<file path="config.mk">
export PLATFORM = sky130hd
export DESIGN_NAME = instr_encoder_loader
export DESIGN_NICKNAME = d
export VERILOG_FILES = /design/src/rtl/instr_encoder_loader.sv
export SDC_FILE = /design/constraint.sdc
export NUM_CORES = 1
export LEC_CHECK = 0
export ABC_CLOCK_PERIOD_IN_PS = 2820
export CAP_MARGIN = 10
export CORE_UTILIZATION = 45
export DETAILED_ROUTE_END_ITERATION = 16
export GPL_ROUTABILITY_DRIVEN = 0
export MAX_ROUTING_LAYER = met4
export PLACE_DENSITY = 0.8
export SLEW_MARGIN = 10
export SYNTH_ARGS = -nofsm -noshare
export SYNTH_HDL_FRONTEND = slang
export SYNTH_SLANG_ARGS = --single-unit
</file>
<file path="constraint.sdc">
create_clock -name clk -period 2.82 [get_ports clk]
set_clock_uncertainty 0.1 [all_clocks]
set_input_delay 0.564 -clock clk [delete_from_list [all_inputs] [get_ports clk]]
set_output_delay 0.564 -clock clk [all_outputs]
set_load 0.01 [all_outputs]
</file>
<file path="src/rtl/instr_encoder_loader.sv">
// Re-encodes decoded control bundles into 16-bit instruction words and streams
// them into instruction memory through a small skid FIFO and a registered write port.
module instr_encoder_loader #(
  parameter int AW    = 8,
  parameter int DEPTH = 4
) (
  input  logic          clk,
  input  logic          reset,
  input  logic          start,
  input  logic          in_valid,
  output logic          in_ready,
  input  logic          in_last,
  input  logic [1:0]    reg_dst,
  input  logic [1:0]    mem_to_reg,
  input  logic [1:0]    alu_op,
  input  logic          jump,
  input  logic          branch,
  input  logic          mem_read,
  input  logic          mem_write,
  input  logic          alu_src,
  input  logic          reg_write,
  input  logic          sign_or_zero,
  input  logic [2:0]    rs,
  input  logic [2:0]    rt,
  input  logic [2:0]    rd,
  input  logic [3:0]    funct,
  input  logic [12:0]   imm,
  input  logic          imem_ready,
  output logic          imem_we,
  output logic [AW-1:0] imem_addr,
  output logic [15:0]   imem_wdata,
  output logic          busy,
  output logic          done,
  output logic          err,
  output logic [AW-1:0] err_index,
  output logic [AW:0]   count
);
  localparam int PW = $clog2(DEPTH);

  typedef enum logic [1:0] {IDLE, LOAD, DONE, ERROR} state_e;
  typedef struct packed {
    logic [15:0] word;
    logic        last;
    logic        illegal;
  } entry_t;

  state_e        state_q;
  entry_t        mem_q [DEPTH];
  logic [PW:0]   wp_q, rp_q;
  logic          last_acc_q, we_q, out_last_q, done_q, err_q;
  logic [AW-1:0] addr_q, err_idx_q;
  logic [15:0]   wdata_q;
  logic [AW:0]   cnt_q;

  logic [12:0]   ctrl;
  logic [2:0]    op;
  logic          illegal;
  logic [15:0]   word;

  // Only exact matches of a decoder row recover an opcode.
  always_comb begin
    ctrl    = {reg_dst, mem_to_reg, alu_op, jump, branch, mem_read, mem_write,
               alu_src, reg_write, sign_or_zero};
    op      = 3'd0;
    illegal = 1'b0;
    case (ctrl)
      13'b01_00_00_0000011: op = 3'd0;
      13'b00_00_10_0000110: op = 3'd1;
      13'b00_00_00_1000001: op = 3'd2;
      13'b10_10_00_1000011: op = 3'd3;
      13'b00_01_11_0010111: op = 3'd4;
      13'b00_00_11_0001101: op = 3'd5;
      13'b00_00_01_0100001: op = 3'd6;
      default:              illegal = 1'b1;
    endcase
    word = {op, rs, rt, imm[6:0]};
    case (op)
      3'd0:       word = {op, rs, rt, rd, funct};
      3'd2, 3'd3: word = {op, imm};
      default:    ;
    endcase
  end

  logic   empty, full, push, pop, wr_done, addr_max;
  entry_t head;
  logic [AW-1:0] next_addr;

  assign empty     = (wp_q == rp_q);
  assign full      = (wp_q[PW] != rp_q[PW]) && (wp_q[PW-1:0] == rp_q[PW-1:0]);
  assign head      = mem_q[rp_q[PW-1:0]];
  assign in_ready  = (state_q == LOAD) && !full && !last_acc_q;
  assign push      = in_valid && in_ready;
  assign wr_done   = we_q && imem_ready;
  assign addr_max  = (addr_q == {AW{1'b1}});
  assign next_addr = wr_done ? addr_q + AW'(1) : addr_q;
  // Never pop into a write that ends the load (last word or top address).
  assign pop = (state_q == LOAD) && !empty && (!we_q || imem_ready) &&
               !(wr_done && (out_last_q || addr_max));

  always_ff @(posedge clk) begin
    if (push) mem_q[wp_q[PW-1:0]] <= '{word: word, last: in_last, illegal: illegal};
  end

  always_ff @(posedge clk) begin
    if (reset) begin
      state_q    <= IDLE;
      wp_q       <= '0;
      rp_q       <= '0;
      last_acc_q <= 1'b0;
      we_q       <= 1'b0;
      out_last_q <= 1'b0;
      addr_q     <= '0;
      wdata_q    <= '0;
      cnt_q      <= '0;
      done_q     <= 1'b0;
      err_q      <= 1'b0;
      err_idx_q  <= '0;
    end else begin
      case (state_q)
        LOAD: begin
          if (push) begin
            wp_q <= wp_q + (PW+1)'(1);
            if (in_last) last_acc_q <= 1'b1;
          end
          if (wr_done) begin
            we_q  <= 1'b0;
            cnt_q <= cnt_q + (AW+1)'(1);
            if (!addr_max) addr_q <= addr_q + AW'(1);
            if (out_last_q) begin
              state_q <= DONE;
              done_q  <= 1'b1;
            end else if (addr_max) begin
              state_q   <= ERROR;
              err_q     <= 1'b1;
              err_idx_q <= addr_q;
            end
          end
          if (pop) begin
            rp_q <= rp_q + (PW+1)'(1);
            if (head.illegal) begin
              state_q   <= ERROR;
              err_q     <= 1'b1;
              err_idx_q <= next_addr;
            end else begin
              we_q       <= 1'b1;
              wdata_q    <= head.word;
              out_last_q <= head.last;
            end
          end
        end
        default: if (start) begin
          state_q    <= LOAD;
          wp_q       <= '0;
          rp_q       <= '0;
          last_acc_q <= 1'b0;
          addr_q     <= '0;
          cnt_q      <= '0;
          done_q     <= 1'b0;
          err_q      <= 1'b0;
          err_idx_q  <= '0;
        end
      endcase
    end
  end

  assign imem_we    = we_q;
  assign imem_addr  = addr_q;
  assign imem_wdata = wdata_q;
  assign busy       = (state_q == LOAD);
  assign done       = done_q;
  assign err        = err_q;
  assign err_index  = err_idx_q;
  assign count      = cnt_q;
endmodule

</file>
==> flow_summary_export.csv, run 1 <==
group,metric,value,unit
status,outcome,"finished clean",
pwr,leakagePower,2.71,nW
route,vias,3919,
placed_design,place_area,6810,um^2
worst_setup_path,critPathKind,"reg -> out",
clock_tree,cts_sinks,128,
logic_synthesis,yosys.area.top_type_share,39.2,%
logic_synthesis,post-synth-top-count-cell,"edfxtp_1",
worst_setup_path,rr_startpoint,"imem_addr[0]$_SDFFE_PP0P_",
timing,finalHoldViolations,0,
clock_tree,htreeDepth,4,
pwr,p_comb_share,5.9,%
worst_setup_path,cpPeakStageDelay,0.57,ns
worst_hold_path,worstHoldPathType,"reg -> reg",
global_routing,gr-total-overflow,0,
worst_hold_path,hold_start,"err_index[5]$_SDFFE_PP0P_",
timing,drv_slew,0,
timing,setup_tns,0,ns
logic_synthesis,synth-edff-count,72,
clock_tree,clk_latency,0.42,ns
layout,final_nets,600,
clock_tree,postCtsSetupBuffers,0,
pwr,p_sw,0.000930,W
logic_synthesis,synth_area_leaders,"edfxtp_1, dfxtp_1, mux4_2",
clock_tree,clockRootBuffer,"clkbuf_16",
route,first_pass_iters,5,
floorplan,die-area,12700,um^2
pwr,worst_ir_drop_vdd,425,uV
worst_setup_path,critical_path.top_delay_family,"buffers and inverters",
logic_synthesis,synth_cells,423,
route,route.met3.wl,763,um
floorplan,die_x,113,um
pwr,internal_power,0.00362,W
layout,final_area,7430,um^2
logic_synthesis,yosysSeqAreaShare,59.5,%
timing,rsz0062_at_grt,"no",
worst_setup_path,arrival,2.04,ns
worst_setup_path,critPathRequiredTime,2.16,ns
pwr,swShare,20.4,%
timing,finalWorstSetupSlack,0.112,ns
clock_tree,clkTransAtPathRegs,0.05,ns
global_routing,grtUsageTotal,20.6,%
logic_synthesis,synth_flop_cell,"edfxtp_1",
logic_synthesis,syn-num-nets,475,
clock_tree,cts.hold.buffers_added,0,
logic_synthesis,ys_types,64,
layout,final_core_util,62.1,%
clock_tree,cts_tree,"built",
clock_tree,clock_path_buffers,2,
placed_design,dp_hpwl,7840,um
timing,finalSetupViolCount,0,
clock_tree,cts_inserted_buffers,17,
timing,holdWs,0.375,ns
route,ant_nets,0,
timing,period_needed,2.71,ns
worst_setup_path,cp-start-kind,"flop",
pwr,power_density,612,nW/um^2
floorplan,start_util,46.2,%
worst_setup_path,ff2ff_path_depth,6,
route,drt_iter0_drc,320,
timing,worst_pin_slew,0.585,ns
route,wirelength_met1,4960,um
worst_setup_path,reg2reg_setup_slack,0.45,ns
layout,syn_to_final_growth,34.6,%
worst_hold_path,hold_path_depth,2,
clock_tree,post_cts_resized,0,
floorplan,row_count,40,
logic_synthesis,synth-seq-cells,128,
floorplan,fp.dieH,113,um
route,dr_wl_met2,5920,um
logic_synthesis,synth_commonest_cells,"edfxtp_1, dfxtp_1, nor2_1",
worst_setup_path,crit_slowest_cell,"clkdlybuf4s50_1",
global_routing,grt_max_degree,24,
logic_synthesis,async_flop_share,0,%
logic_synthesis,syn_area,5520,um^2
placed_design,place_ws,-0.353,ns
flow_run,drv_cap,0,
logic_synthesis,yosysWarnings,0,
route,vias_per_cell,5.54,
timing,finalCritPeriodShare,96.0,%
worst_setup_path,cp_max_fo,4,
worst_setup_path,r2r_end,"err_index[0]$_SDFFE_PP0P_",
floorplan,num_io_pins,91,
route,routedWlPerCell,16.7,um
logic_synthesis,synth.largest_area_cell,"edfxtp_1",
placed_design,portBuffers,90,
timing,fmax,369,MHz
route,top_layer_used,"met4",
global_routing,grt_first_pass_wirelength,19100,um
worst_hold_path,worstHoldEndpoint,"err_index[5]$_SDFFE_PP0P_",
global_routing,first_global_vias,3935,
layout,diodes,0,
logic_synthesis,syn_area_per_cell,13.1,um^2
worst_setup_path,cp-end-kind,"primary output",
route,drt_wl_total,11800,um
timing,max_slew_margin,61.0,%
route,drc,0,
floorplan,core,12000,um^2
layout,drive_gt1_share,19.1,%
worst_setup_path,crit_buf_inv,1,
pwr,p_seq_share,44.2,%
pwr,clkPwrFrac,50.0,%
worst_setup_path,crit_chain,"or3b_2 > a31oi_2 > clkdlybuf4s50_1",
global_routing,antenna_found_initial,0,
worst_setup_path,cp-startpoint,"state_q[0]$_SDFFE_PP0P_",
-- flip-flops by register name, indices dropped and copies added, names as in the netlist, named ones only --
register,cells
out_last_q,1
rp_q,3
err,1
done,1
imem_addr,8
imem_we,1
wp_q,3
state_q,2
err_index,8
count,9
mem_q,72
last_acc_q,1
imem_wdata,16
-- logic make-up after synthesis --
| kind of cell | synth area share, % |
|---|---|
| flops | 59.5 |
| simple gates | 13.1 |
| mux | 13.6 |
| compound gates | 7.16 |
| buf+inv | 1.99 |
| xor+xnor | 3.17 |
| fa+ha+maj | 1.59 |
-- layout make-up --
cell class	instances	area (um^2)
Fill cell	889	4530
Sequential cell	128	3280
Multi-Input combinational cell	270	2140
Timing Repair Buffer	123	1180
Clock buffer	18	429
Clock inverter	14	190
Tap cell	147	184
Inverter	8	30.0
-- stage by stage --
step | instances | total power (W)
6_report | 708 | 0.00455
5_1_grt | 708 | 0.00468
4_1_cts | 708 | 0.00457
3_5_place_dp | 676 | 0.00231
3_3_place_gp | 676 | 0.00230
2_1_floorplan | 423 | 0.00216
-- layer usage --
layer | vias up | global-route usage (%)
li1 | 1856 | -
met1 | 1894 | 22.6
met2 | 151 | 35.0
met3 | 18 | 6.80
met4 | 0 | 7.29
met5 | - | -
-- cells in the final DEF, fill, tap and decap left out, types with 13 or more instances in the layout --
cell type	synthesis	final
mux2i_1	17	17
dfxtp_1	56	56
buf_4	1	30
a21oi_1	18	18
clkdlybuf4s50_1	0	89
nor2_1	50	50
xnor2_1	13	13
clkbuf_16	0	17
nand2_1	25	25
edfxtp_1	72	72
mux4_2	18	18
-- worst max path at each step --
stage | cells after the start | to
2_1_floorplan | 6 | mem_q[0][2]$_DFFE_PP_
3_3_place_gp | 6 | mem_q[0][4]$_DFFE_PP_
3_5_place_dp | 6 | mem_q[0][8]$_DFFE_PP_
4_1_cts | 6 | mem_q[2][8]$_DFFE_PP_
5_1_grt | 3 | in_ready
6_report | 3 | in_ready
-- worst reg2reg max path: cells and delay by family (launching register included) --
family | cells | cell delay (ns)
adders and majority gates | 1 | 0.26
AOI/OAI and AO/OA | 1 | 0.37
and+or+nand+nor | 4 | 1.08
DFF | 1 | 0.46
-- power by group through the flow --
stage	Sequential (W)	Combinational [W]	Clock, W
after floorplan	0.00205	0.000120	0
after detailed placement	0.00205	0.000264	0
after global routing	0.00201	0.000287	0.00239
after CTS	0.00201	0.000266	0.00230
after global placement	0.00204	0.000257	0
final	0.00201	0.000266	0.00227
No activity file was read; power rests on OpenSTA's default activity.
==> inputs of run 2 (changes only) <==
--- a/config.mk
+++ b/config.mk
@@ -12,6 +12,7 @@
 export GPL_ROUTABILITY_DRIVEN = 0
 export MAX_ROUTING_LAYER = met4
 export PLACE_DENSITY = 0.8
+export RECOVER_POWER = 25
 export SLEW_MARGIN = 10
 export SYNTH_ARGS = -nofsm -noshare
 export SYNTH_HDL_FRONTEND = slang
==> flow_summary_export.csv, run 2 (synthesis results as in run 1) <==
group,metric,value,unit
worst_setup_path,critPathKind,"in -> reg",
worst_hold_path,hold_path_depth,2,
clock_tree,cts_inserted_buffers,17,
timing,max_slew_margin,61.9,%
pwr,worst_ir_drop_vdd,427,uV
floorplan,num_io_pins,91,
clock_tree,postCtsSetupBuffers,0,
worst_setup_path,arrival,2.76,ns
worst_setup_path,cp.depth,6,
timing,setup_tns,0,ns
status,outcome,"finished clean",
worst_setup_path,critical_path.top_delay_family,"simple AND/OR/NAND/NOR gates",
route,drt_iter0_drc,332,
floorplan,die-area,12700,um^2
layout,final_cell_mix,"edfxtp_1, dfxtp_1, nor2_1, clkdlybuf4s50_1, dlygate4sd3_1",
global_routing,grt_first_pass_wirelength,19100,um
worst_setup_path,crit_buf_inv,1,
layout,drive_gt1_share,18.5,%
placed_design,place_area,6810,um^2
floorplan,core,12000,um^2
global_routing,met3_usage,6.80,%
clock_tree,cts_sinks,128,
route,vias_per_cell,5.50,
floorplan,die_x,113,um
worst_setup_path,critPathRequiredTime,2.88,ns
floorplan,row_count,40,
timing,worst_pin_slew,0.571,ns
route,drt_wl_total,11700,um
layout,final_area,7430,um^2
clock_tree,clkTransAtPathRegs,0.06,ns
layout,syn_to_final_growth,34.5,%
worst_setup_path,crit_slowest_cell,"or4b_4",
layout,fillers,891,
timing,finalCritPeriodShare,95.6,%
global_routing,met1_usage,22.6,%
placed_design,dp_hpwl,7840,um
flow_run,drv_cap,0,
global_routing,antenna_found_initial,0,
timing,fmax,371,MHz
placed_design,portBuffers,90,
layout,diodes,0,
global_routing,first_global_vias,3935,
timing,finalHoldViolations,0,
route,routedWlPerCell,16.6,um
worst_setup_path,cp-end-kind,"flop",
placed_design,place_ws,-0.353,ns
route,vias,3896,
layout,final_core_util,62.1,%
route,ant_nets,0,
pwr,leakagePower,2.83,nW
layout,final_common_cell,"edfxtp_1",
route,first_pass_iters,5,
worst_setup_path,cp_max_fo,8,
timing,finalWorstSetupSlack,0.123,ns
clock_tree,clock_path_buffers,2,
worst_hold_path,worstHoldPathType,"reg -> reg",
global_routing,grtUsageTotal,20.6,%
route,drc,0,
timing,period_needed,2.70,ns
floorplan,start_util,46.2,%
layout,final_nets,600,
floorplan,fp.dieH,113,um
worst_setup_path,crit_chain,"clkdlybuf4s50_1 > or4b_4 > or3_1 > a21oi_2 > and3b_2 > mux2_4",
worst_setup_path,cpPeakStageDelay,0.55,ns
pwr,power_density,611,nW/um^2
global_routing,use_met2,35.0,%
global_routing,grt_max_degree,24,
timing,rsz0062_at_grt,"no",
clock_tree,htreeDepth,4,
clock_tree,clockRootBuffer,"clkbuf_16",
layout,largest_reg_flops,72,
worst_setup_path,ff2ff_path_depth,5,
worst_setup_path,cp-start-kind,"input port",
global_routing,top_usage_layer,"met2",
clock_tree,cts_tree,"built",
clock_tree,clk_latency,0.42,ns
timing,finalSetupViolCount,0,
timing,drv_slew,0,
global_routing,gr-total-overflow,0,
[run 2: layer usage]
metal | up-vias | part of all wire [%]
li1 | 1857 | -
met1 | 1884 | 41
met2 | 139 | 51
met3 | 16 | 6.7
met4 | 0 | 1.2
met5 | - | 0
[run 2: worst register-to-register path, delay by kind of cell (launching register included)]
| kind | cells | cell delay (ns) |
|---|---|---|
| buf+inv | 2 | 0.52 |
| compound gates | 1 | 0.25 |
| simple gates | 2 | 0.88 |
| flops | 1 | 0.36 |
[run 2: path summary, 6_finish.rpt]
kind	slack, ns	to	startpoint
worst min-delay path	0.37	err_index[3]$_SDFFE_PP0P_	err_index[3]$_SDFFE_PP0P_
worst min register to register	0.37	err_index[3]$_SDFFE_PP0P_	err_index[3]$_SDFFE_PP0P_
worst max-delay path	0.12	mem_q[0][3]$_DFFE_PP_	branch
worst max register to register	0.40	mem_q[0][12]$_DFFE_PP_	state_q[0]$_SDFFE_PP0P_
[run 2: layout make-up]
cell class	instances	area (um^2)	share of cell area (%)
clock buffers	18	429	5.78
clock inverters	14	190	2.56
inverters	8	30.0	0.404
multi-input cells	270	2140	28.8
flip-flops and latches	128	3280	44.2
well taps	147	184	2.48
repair buffers	123	1170	15.8
[run 2: what timing repair did]
item / CTS / global route
endpoints found under the hold margin: 0 / 0
endpoints found under the setup margin: 0 / 33
hold buffers: 0 / 0
gates resized for setup: 0 / 2
[run 2: stage by stage]
stage / instances / power, W / hold slack [ns]
finish: 708 / 0.00454 / 0.369
global route: 708 / 0.00468 / 0.385
CTS: 708 / 0.00457 / 0.375
detailed placement: 676 / 0.00231 / 0.368
global placement: 676 / 0.00230 / 0.356
floorplan: 423 / 0.00216 / 0.357
[run 2: power breakdown]
part	switching, W	total, W	internal [W]
Combinational	0.000118	0.000261	0.000143
Sequential	0.0000127	0.00201	0.00199
Clock	0.000798	0.00227	0.00147
